--- src/rtl/mc_pkg.sv ---
// Shared definitions for the multicast branch serializer: branch count,
// direction encoding, FSM state type and a one-hot test.
package mc_pkg;

    localparam int unsigned NUM_BRANCH = 5;

    typedef logic [NUM_BRANCH-1:0] dir_t;

    localparam dir_t DIR_L = 5'b00001;
    localparam dir_t DIR_N = 5'b00010;
    localparam dir_t DIR_E = 5'b00100;
    localparam dir_t DIR_S = 5'b01000;
    localparam dir_t DIR_W = 5'b10000;

    typedef enum logic {
        IDLE  = 1'b0,
        ISSUE = 1'b1
    } state_t;

    function automatic logic is_one_hot(input dir_t d);
        return (d != '0) && ((d & (d - dir_t'(1))) == '0);
    endfunction

endpackage

--- src/rtl/mc_pick_first.sv ---
// Lowest-set-bit priority encoder: one-hot select of the first requester.
module mc_pick_first
    import mc_pkg::*;
(
    input  logic [NUM_BRANCH-1:0] req,
    output logic [NUM_BRANCH-1:0] sel,
    output logic                  any
);

    // Two's-complement trick isolates the lowest set bit.
    assign sel = req & (~req + dir_t'(1));
    assign any = |req;

endmodule

--- src/rtl/mc_branch_serializer.sv ---
// Captures up to five multicast branches from routing computation and issues
// them one per grant to the switch allocator, lowest slot first.
module mc_branch_serializer
    import mc_pkg::*;
#(
    parameter int unsigned DATASIZE = 30
) (
    input  logic                rc_clk,
    input  logic                rst_n,
    input  logic [DATASIZE-1:0] data_in1,
    input  logic [DATASIZE-1:0] data_in2,
    input  logic [DATASIZE-1:0] data_in3,
    input  logic [DATASIZE-1:0] data_in4,
    input  logic [DATASIZE-1:0] data_in5,
    input  logic [4:0]          direction_in1,
    input  logic [4:0]          direction_in2,
    input  logic [4:0]          direction_in3,
    input  logic [4:0]          direction_in4,
    input  logic [4:0]          direction_in5,
    output logic                rc_ready,
    output logic                sa_valid,
    output logic [4:0]          sa_req,
    output logic [DATASIZE-1:0] sa_data,
    input  logic                sa_grant,
    output logic                dir_err
);

    state_t                state, state_nxt;
    logic [DATASIZE-1:0]   din      [NUM_BRANCH];
    dir_t                  dir_in   [NUM_BRANCH];
    logic [DATASIZE-1:0]   slot_data[NUM_BRANCH];
    dir_t                  slot_dir [NUM_BRANCH];
    dir_t                  pend;
    dir_t                  sel;
    logic                  pend_any;
    dir_t                  cap_pend;
    logic                  cap_bad;
    logic                  set_valid;
    logic                  capture;
    logic                  fire;
    logic [DATASIZE-1:0]   pick_data;
    dir_t                  pick_dir;

    always_comb begin
        din[0] = data_in1;  dir_in[0] = direction_in1;
        din[1] = data_in2;  dir_in[1] = direction_in2;
        din[2] = data_in3;  dir_in[2] = direction_in3;
        din[3] = data_in4;  dir_in[3] = direction_in4;
        din[4] = data_in5;  dir_in[4] = direction_in5;
    end

    always_comb begin
        cap_pend  = '0;
        cap_bad   = 1'b0;
        set_valid = 1'b0;
        for (int unsigned k = 0; k < NUM_BRANCH; k++) begin
            cap_pend[k] = is_one_hot(dir_in[k]);
            if (dir_in[k] != '0) begin
                set_valid = 1'b1;
                if (!is_one_hot(dir_in[k]))
                    cap_bad = 1'b1;
            end
        end
    end

    mc_pick_first u_pick (
        .req (pend),
        .sel (sel),
        .any (pend_any)
    );

    always_comb begin
        pick_dir  = '0;
        pick_data = '0;
        for (int unsigned k = 0; k < NUM_BRANCH; k++) begin
            if (sel[k]) begin
                pick_dir  = pick_dir  | slot_dir[k];
                pick_data = pick_data | slot_data[k];
            end
        end
    end

    assign capture = (state == IDLE) && set_valid;
    assign fire    = sa_valid && sa_grant;

    always_ff @(posedge rc_clk or negedge rst_n) begin
        if (!rst_n) state <= IDLE;
        else        state <= state_nxt;
    end

    always_comb begin
        state_nxt = state;
        unique case (state)
            IDLE:  if (set_valid && (cap_pend != '0)) state_nxt = ISSUE;
            ISSUE: if (fire && ((pend & ~sel) == '0)) state_nxt = IDLE;
            default: state_nxt = IDLE;
        endcase
    end

    always_comb begin
        rc_ready = (state == IDLE);
        sa_valid = (state == ISSUE) && pend_any;
        sa_req   = sa_valid ? pick_dir  : '0;
        sa_data  = sa_valid ? pick_data : '0;
    end

    always_ff @(posedge rc_clk or negedge rst_n) begin
        if (!rst_n) begin
            pend    <= '0;
            dir_err <= 1'b0;
            for (int unsigned k = 0; k < NUM_BRANCH; k++) begin
                slot_data[k] <= '0;
                slot_dir[k]  <= '0;
            end
        end else if (capture) begin
            pend <= cap_pend;
            if (cap_bad) dir_err <= 1'b1;
            for (int unsigned k = 0; k < NUM_BRANCH; k++) begin
                slot_data[k] <= din[k];
                slot_dir[k]  <= dir_in[k];
            end
        end else if (fire) begin
            pend <= pend & ~sel;
        end
    end

endmodule

--- config.mk ---
export PLATFORM = sky130hd
export DESIGN_NAME = mc_branch_serializer
export DESIGN_NICKNAME = d
export VERILOG_FILES = /design/src/rtl/mc_pkg.sv /design/src/rtl/mc_pick_first.sv /design/src/rtl/mc_branch_serializer.sv
export SDC_FILE = /design/constraint.sdc
export NUM_CORES = 1
export LEC_CHECK = 0
export CORE_MARGIN = 2
export CORE_UTILIZATION = 50
export DETAILED_ROUTE_END_ITERATION = 16
export GPL_TIMING_DRIVEN = 0
export PLACE_DENSITY = 0.81
export SLEW_MARGIN = 30
export SYNTH_ARGS = -nofsm -noshare
export SYNTH_HDL_FRONTEND = slang
export SYNTH_SLANG_ARGS = --single-unit
--- constraint.sdc ---
create_clock -name rc_clk -period 2.1 [get_ports rc_clk]
set_input_delay 0.42 -clock rc_clk [delete_from_list [all_inputs] [get_ports rc_clk]]
set_output_delay 0.42 -clock rc_clk [all_outputs]
set_load 0.01 [all_outputs]
Word-level counts from Yosys, hierarchy flattened
Cells that the tools add are included.

storage, ports and cells
  register bits after elaboration = 182
  bits of input ports = 178
  output and inout port bits = 38
  word-level logic and storage cells = 94

cells by class
  add/sub/neg operators = 6
  multiplexer cells = 32
  bitwise logic cells = 18
  reduce and logical (&&, ||, !) cells = 25

operator list
  cell                                                                 number
  30-bit 2-to-1 mux                                                    6
  30-bit bitwise OR                                                    4
  5-bit 2-to-1 mux                                                     8
  5-bit AND                                                            7
  5-bit zero test                                                      6
  5-bit nonzero test                                                   6
  5-bit by 1-bit subtractor with 5-bit output (second input constant)  5
  5-bit bitwise OR                                                     4
  1-bit 2-to-1 mux                                                     17
  1-bit logical AND                                                    10
  5-bit NOT                                                            2
  5-bit by 1-bit adder with 5-bit output (second input constant)       1
  5-bit OR reduction                                                   1
  1-bit one-hot mux with 2 select lines                                1
  2-bit AND reduction                                                  1
  2-bit nonzero test                                                   1
  1-bit NOT                                                            1

Logic depth before layout (Yosys ltp)
Gate-level depths: netlist (run 1).

  depth after elaboration = 15
  depth in mapped cells = 8
  depth with buffers taken out = 6

Hierarchy
From an unflattened synthesis (run 1), not the netlist that was laid out.

unflattened totals
  cells, all modules = 613
  area total of the unflattened synthesis = 8,131.5 µm²

by module, submodules not included
  module                times used  cells each  area each (µm²)
  mc_branch_serializer  1           606         8,076.5
  mc_pick_first         1           7           55.1

Worst setup path before layout (run 1)
Ideal clock, no wire load.

  path kind = register -> output
  start point = register pend[1]
  end point = output sa_data[0]
  data arrival time = 1.557 ns
  data required time = 1.680 ns
  path slack = 0.123 ns
  cell stages (with the launch flop) = 8
  buffers on the path = 3
  path through = dfrtp_1 -> clkbuf_1 -> nor3_1 -> and2_1 -> buf_2 -> clkbuf_1 -> a221oi_1 -> nor2_1

between the ends
  word-level cells in the longest chain between the ends = 11

ends and longest elaborated chain
  what                                    RTL line                     RTL
  start: declaration                      mc_branch_serializer.sv:33   dir_t pend;
  start signal: assignment                mc_branch_serializer.sv:116  pend <= cap_pend;
  start signal: assignment                mc_branch_serializer.sv:123  pend <= pend & ~sel;
  5-bit NOT                               mc_pick_first.sv:11          assign sel = req & (~req + dir_t'(1));
  5-bit by 1-bit adder with 5-bit output  mc_pick_first.sv:11
  5-bit AND                               mc_pick_first.sv:11
  30-bit 2-to-1 mux                       mc_branch_serializer.sv:76   if (sel[k]) begin
  30-bit bitwise OR                       mc_branch_serializer.sv:78   pick_data = pick_data | slot_data[k];
  30-bit 2-to-1 mux                       mc_branch_serializer.sv:76
  30-bit bitwise OR                       mc_branch_serializer.sv:78
  30-bit 2-to-1 mux                       mc_branch_serializer.sv:76
  30-bit bitwise OR                       mc_branch_serializer.sv:78
  30-bit 2-to-1 mux                       mc_branch_serializer.sv:76
  30-bit 2-to-1 mux *                     mc_branch_serializer.sv:104  sa_data = sa_valid ? pick_data : '0;
  end: declaration                        mc_branch_serializer.sv:23   output logic [DATASIZE-1:0] sa_data,

Every way passes the cells marked *; elsewhere a longest branch is shown, timed or not.

Final worst setup path (run 1)
  start point = register pend[1]
  end point = output sa_data[28]

The elaborated chain is that of the path after synthesis.

==> run metrics, run 1 <==
fraction of registers with async set/reset=100%; Mapped Avg Cell Area=a little over 8 um^2; Mapped Cells=1056; clk root buf=clkbuf_16; Reg2Reg Setup Slack=approximately 0.16 ns; Synth top area share=53.3%; Area Growth Syn to Fin=45.7%; clk_lat worst skew=0.44 ns; P_leak=~6.0 nW; ys flop type=dfrtp_1; # port buffers=215; CTS H-tree depth=4; Post-synth EDFFs=0; proportion of layout cells with a drive suffix above 1=17.9%; fill cell count=1146; Final setup viols=36; clock net sink count=~180; biggest area consumer among synthesized cells=dfrtp_1; Placeable Area=16600 um^2; Worst setup EP type=primary output; DRC=0; # Max-Cap Violations=0; Max Slew Vio Count=0; Rows=47; Net Count, Synth=between 1000 and 1500; CP Data Arrival Time=2.19 ns; status=finished with violations; Int Power=around 10 mW; final wirelength=29000 um; io pins=216; vias in the first global route=8450; Final Hold Fails=0; Final ANT Viol Nets=0; failing checks=negative setup slack; maximum number of pins on one net before global-route repair=80; total CTS buffers=17; Starting Density=roughly 51%; chip height=approximately 130 um; switching pwr=7.43 mW; global placement routability congestion=between 0.9 and 1; Yosys Warn Count=0; unrepaired setup endpoints after global routing=true; WL/cell=18.8 um; total gr overflow=0; Seq pwr share=36.4%; initial antenna violation count=0; Overall Global Routing Usage=31.9%; first-pass GRT wire length=44400 um; final worst path period share=124%; post-synthesis cell type count=38; worst-path maximum fanout=5; Logic pwr share=a little under half; DRT Pass-1 Iters=5; CTS tree=yes; f_max=384 MHz; final hold slack=about 0.33 ns; hold crit path type=in -> reg; #FFs+latches synth=182; DR iter-0 viols=663; DR vias=8583; dpl ws=-0.861 ns; DIE AREA=18200 um^2; Nets=1491; kind of critical path=reg -> out; peak supply drop=1.17 mV; Clk pwr share=17.5%; Critical Path RT=~1.7 ns; PwrDens=1430 nW/um^2; final instance area=12500 um^2; Die X=135 um; worst clock skew=0.00587 ns; register area share after synthesis=a little over half; worst-margin pin slew=~0.52 ns; Clock Path Buffers=2; crit start category=flop; via/cell ratio=5.55; Final Worst Setup Slack=-0.506 ns; most area-consuming cells after synthesis=dfrtp_1 (53%), nand2_1 (25%), a221oi_1 (3.6%); CTS clk-pin slew, worst paths=0.07 ns; Placed Area=11000 um^2; minimum clock period=2.61 ns; sw frac=about two fifths; Max transition margin=65.7%; dpl hpwl=19400 um; synthesized area=around 8500 um^2
## cells by family after synthesis
group           Yosys count  synth area share, %
mux                       1                0.117
simple gates            646                 29.3
flops                   182                 53.3
fa+ha+maj                 5                0.585
buf+inv                  70                 4.26
compound gates          147                 11.9
xor+xnor                  5                0.512
## Yosys cell counts (2+ instances only)
library cell and count:
a21boi_0 5, a221oi_1 35, a22o_1 2, a22oi_1 35, and2_1 2, buf_2 24
buf_4 11, buf_6 4, clkbuf_1 29, dfrtp_1 182, maj3_1 5, nand2_1 570
nand3_1 4, nand3b_1 2, nand4_1 2, nor2_1 39, nor2b_1 9, nor3_1 12
nor4_1 3, o211ai_1 2, o21ai_0 53, o21ai_1 2, o22ai_1 2, o31ai_1 4
xor2_1 5
## worst max-delay path, stage by stage, from the launching register on
cell,delay (ns)
dfrtp_2,0.41
or4_4,0.54
o21ai_4,0.16
buf_6,0.14
buf_6,0.12
buf_8,0.14
nor2_1,0.07
buf_2,0.15
## area by class of cell
| type | count | area, um^2 | area share, % |
|---|---|---|---|
| Timing Repair Buffer | 240 | 2390 | 19.2 |
| Clock buffer | 19 | 443 | 3.56 |
| Buffer | 66 | 578 | 4.64 |
| Sequential cell | 182 | 4560 | 36.6 |
| Inverter | 2 | 15.0 | 0.121 |
| Clock inverter | 13 | 126 | 1.01 |
| Multi-Input combinational cell | 804 | 4070 | 32.6 |
| Tap cell | 220 | 275 | 2.21 |
| Antenna cell | 1 | 2.50 | 0.0201 |
## layout by cell type, fill, tap and decap left out, types with 12 or more instances in the layout
| master | netlist | routed |
|---|---|---|
| clkdlybuf4s50_1 | 0 | 169 |
| buf_4 | 11 | 23 |
| buf_6 | 4 | 28 |
| dfrtp_1 | 182 | 178 |
| buf_2 | 24 | 39 |
| a221oi_2 | 0 | 26 |
| nor2_1 | 39 | 21 |
| nand2_1 | 570 | 570 |
| a22oi_2 | 0 | 16 |
| o21ai_1 | 2 | 27 |
| nor2_4 | 0 | 12 |
| o21ai_0 | 53 | 26 |
| clkbuf_16 | 0 | 21 |
| a22oi_1 | 35 | 19 |
| clkbuf_2 | 0 | 12 |
## flip-flops by register name, indices dropped and copies added (netlist names)
signal / count
dir_err: 1
state: 1
pend: 5
slot_data: 150
slot_dir: 25
## per-layer routing
metal | routed length (um) | track usage, % | share of wire, %
met4 | 1190 | 13.7 | 4.1
met1 | 11200 | 41.6 | 38
met2 | 14000 | 51.7 | 48
met5 | 0 | 0 | 0
met3 | 2660 | 7.02 | 9.2
## power groups by stage
stage                     combinational (mW)  clock, mW  sequential (mW)
after floorplan                         4.18          0             5.93
after global placement                  6.32          0             6.17
after detailed placement                6.51          0             6.24
after CTS                               7.51       3.11             6.29
after global routing                    8.91       3.29             6.62
final                                   8.20       3.10             6.47
## per-stage QoR
stage                TNS, ns  power (mW)  util (%)  cells
global placement    -1348.79        12.5      66.0   1491
floorplan                  0        10.1         -   1056
CTS                   -15.06        16.9      72.4   1543
finish                -15.56        17.8      74.9   1547
detailed placement   -113.79        12.7      66.3   1493
global route          -18.20        18.8      74.8   1546
## timing repair
item                                    4_1_cts  5_1_grt
endpoints found under the setup margin      185      216
resized for setup                           292       90
pin swaps                                    13       18
hold buffers                                  1        0
gates cloned                                  1        1
hold endpoints to repair                     29        0
buffers inserted                             18        2
## final timing paths
path	start	endpoint	cells past startpoint
min reg2reg	slot_dir[22]	slot_dir[22]	2
max in group asynchronous	rst_n	pend[2]	4
min in group asynchronous	rst_n	slot_data[119]	2
max	pend[1]	sa_data[28]	7
max reg2reg	pend[1]	pend[1]	9
min	direction_in4[0]	slot_dir[5]	3
Note: power is estimated with default switching activity, not from simulation.
==> run 2: changes to the inputs <==
--- a/config.mk
+++ b/config.mk
@@ -6,10 +6,10 @@
 export NUM_CORES = 1
 export LEC_CHECK = 0
 export CORE_MARGIN = 2
-export CORE_UTILIZATION = 50
+export CORE_UTILIZATION = 35
 export DETAILED_ROUTE_END_ITERATION = 16
+export GPL_ROUTABILITY_DRIVEN = 0
 export GPL_TIMING_DRIVEN = 0
-export PLACE_DENSITY = 0.81
 export SLEW_MARGIN = 30
 export SYNTH_ARGS = -nofsm -noshare
 export SYNTH_HDL_FRONTEND = slang
==> run 2 against run 1 <==
The flow still finishes with violations (negative setup slack). Register-to-register slack gained 0.03 ns. Maximum frequency grew 0.66%. Sequential cell count is the same. Critical path depth is the same. Count of clock-buffer cells in the layout grew 2. Worst setup slack gained 0.017 ns. First-iteration DRC count shrank 20%.
==> run metrics, run 2 (synthesis results as in run 1) <==
max reg flops=150; # Max-Cap Violations=0; io pins=216; peak supply drop=0.715 mV; Final setup viols=36; Rows=57; dpl ws=-0.999 ns; Area Growth Syn to Fin=46.5%; CTS H-tree depth=4; Max transition margin=55.3%; Placed Area=11200 um^2; worst clock skew=0.0116 ns; Max Slew Vio Count=0; final worst path period share=123%; CP Data Arrival Time=about 2.2 ns; PwrDens=1400 nW/um^2; most frequent cells in the layout=nand2_1 (570), dfrtp_1 (177), clkdlybuf4s50_1 (166); DRC=0; CTS tree=yes; DRT Pass-1 Iters=5; dpl hpwl=20900 um; biggest regs=slot_data x150, slot_dir x25, pend x5; crit start category=flop; initial antenna violation count=2; hold crit path type=in -> reg; DR iter-0 viols=530; via/cell ratio=4.93; DR vias=8132; CTS clk-pin slew, worst paths=0.07 ns; Final Worst Setup Slack=-0.489 ns; maximum number of pins on one net before global-route repair=83; clk root buf=clkbuf_16; P_leak=6.03 nW; Critical Path RT=1.68 ns; # port buffers=215; clk_lat worst skew=0.44 ns; Nets=~1500; final wirelength=roughly 30000 um; TNS Setup=-14.96 ns; Worst setup EP type=primary output; total CTS buffers=17; commonest non-fill, non-tap cell in the layout=nand2_1; worst hold stages=3; worst-path maximum fanout=7; f_max=386 MHz; vias in the first global route=roughly 8200; clock net sink count=182; Clock Path Buffers=2; minimum clock period=2.59 ns; worst-margin pin slew=0.665 ns; final instance area=12500 um^2; status=finished with violations; Die X=roughly 160 um; proportion of layout cells with a drive suffix above 1=17.7%; Overall Global Routing Usage=around a quarter; Starting Density=35.4%; chip height=160 um; R2R cell count=8; failing checks=negative setup slack; Final Hold Fails=0; first-pass GRT wire length=46100 um; register bank with the most flops=slot_data; Final Core Density=51.8%; Placeable Area=24200 um^2; kind of critical path=reg -> out; Final ANT Viol Nets=0; unrepaired setup endpoints after global routing=true; fill cell count=roughly 2300; DIE AREA=25700 um^2; WL/cell=18.0 um; total gr overflow=0; Power Total=17.5 mW
run 2: final timing paths:
kind	from	endpoint	slack, ns
max reg2reg	pend[1]	state	0.19
min	direction_in4[1]	slot_dir[6]	0.33
min in group asynchronous	rst_n	dir_err	0.41
max in group asynchronous	rst_n	slot_data[9]	1.00
max	pend[1]	sa_data[11]	-0.49
min reg2reg	dir_err	dir_err	0.47
run 2: final cells by class:
class	instances	area (um^2)	area share (%)
flip-flops and latches	182	4560	36.4
multi-input cells	804	4040	32.3
repair buffers	238	2320	18.6
plain buffers	65	583	4.66
clock buffers	21	470	3.76
well taps	324	405	3.24
clock inverters	10	121	0.969
inverters	2	7.51	0.0600
diodes	3	7.51	0.0600
run 2: worst max-delay path: stages (launching register included):
cell and delay, ns:
dfrtp_2 0.47, or4_4 0.54, o21ai_4 0.15, buf_6 0.14
buf_8 0.13, buf_8 0.14, nor2_4 0.04, buf_6 0.12
run 2: where the power goes:
group	leakage, nW	internal (mW)	switching, mW	total, mW
Sequential	2.23	5.23	1.17	6.40
Clock	0.290	1.85	1.41	3.26
Combinational	3.52	3.33	4.52	7.84
Total	6.03	10.4	7.10	17.5
run 2: metal layers:
layer	global-route usage [%]	vias up	wire [um]
met5	0	-	0
met4	7.17	0	637
met3	4.21	38	1610
met2	36.2	239	13600
met1	33.2	3903	13700
li1	-	3952	-
run 2: what timing repair did:
action                                  CTS  global route
endpoints found under the setup margin  216           216
resized for setup                       284            95
setup buffers                            11             5
hold buffers                              1             0
pin swaps                                13            20
hold endpoints to repair                 20             0
gates cloned                              1             3
run 2: per-stage QoR:
step / hold WS [ns] / cells
floorplan: 0.124 / 1056
global placement: 0.457 / 1595
detailed placement: 0.279 / 1597
CTS: 0.399 / 1639
global route: 0.371 / 1647
finish: 0.331 / 1649
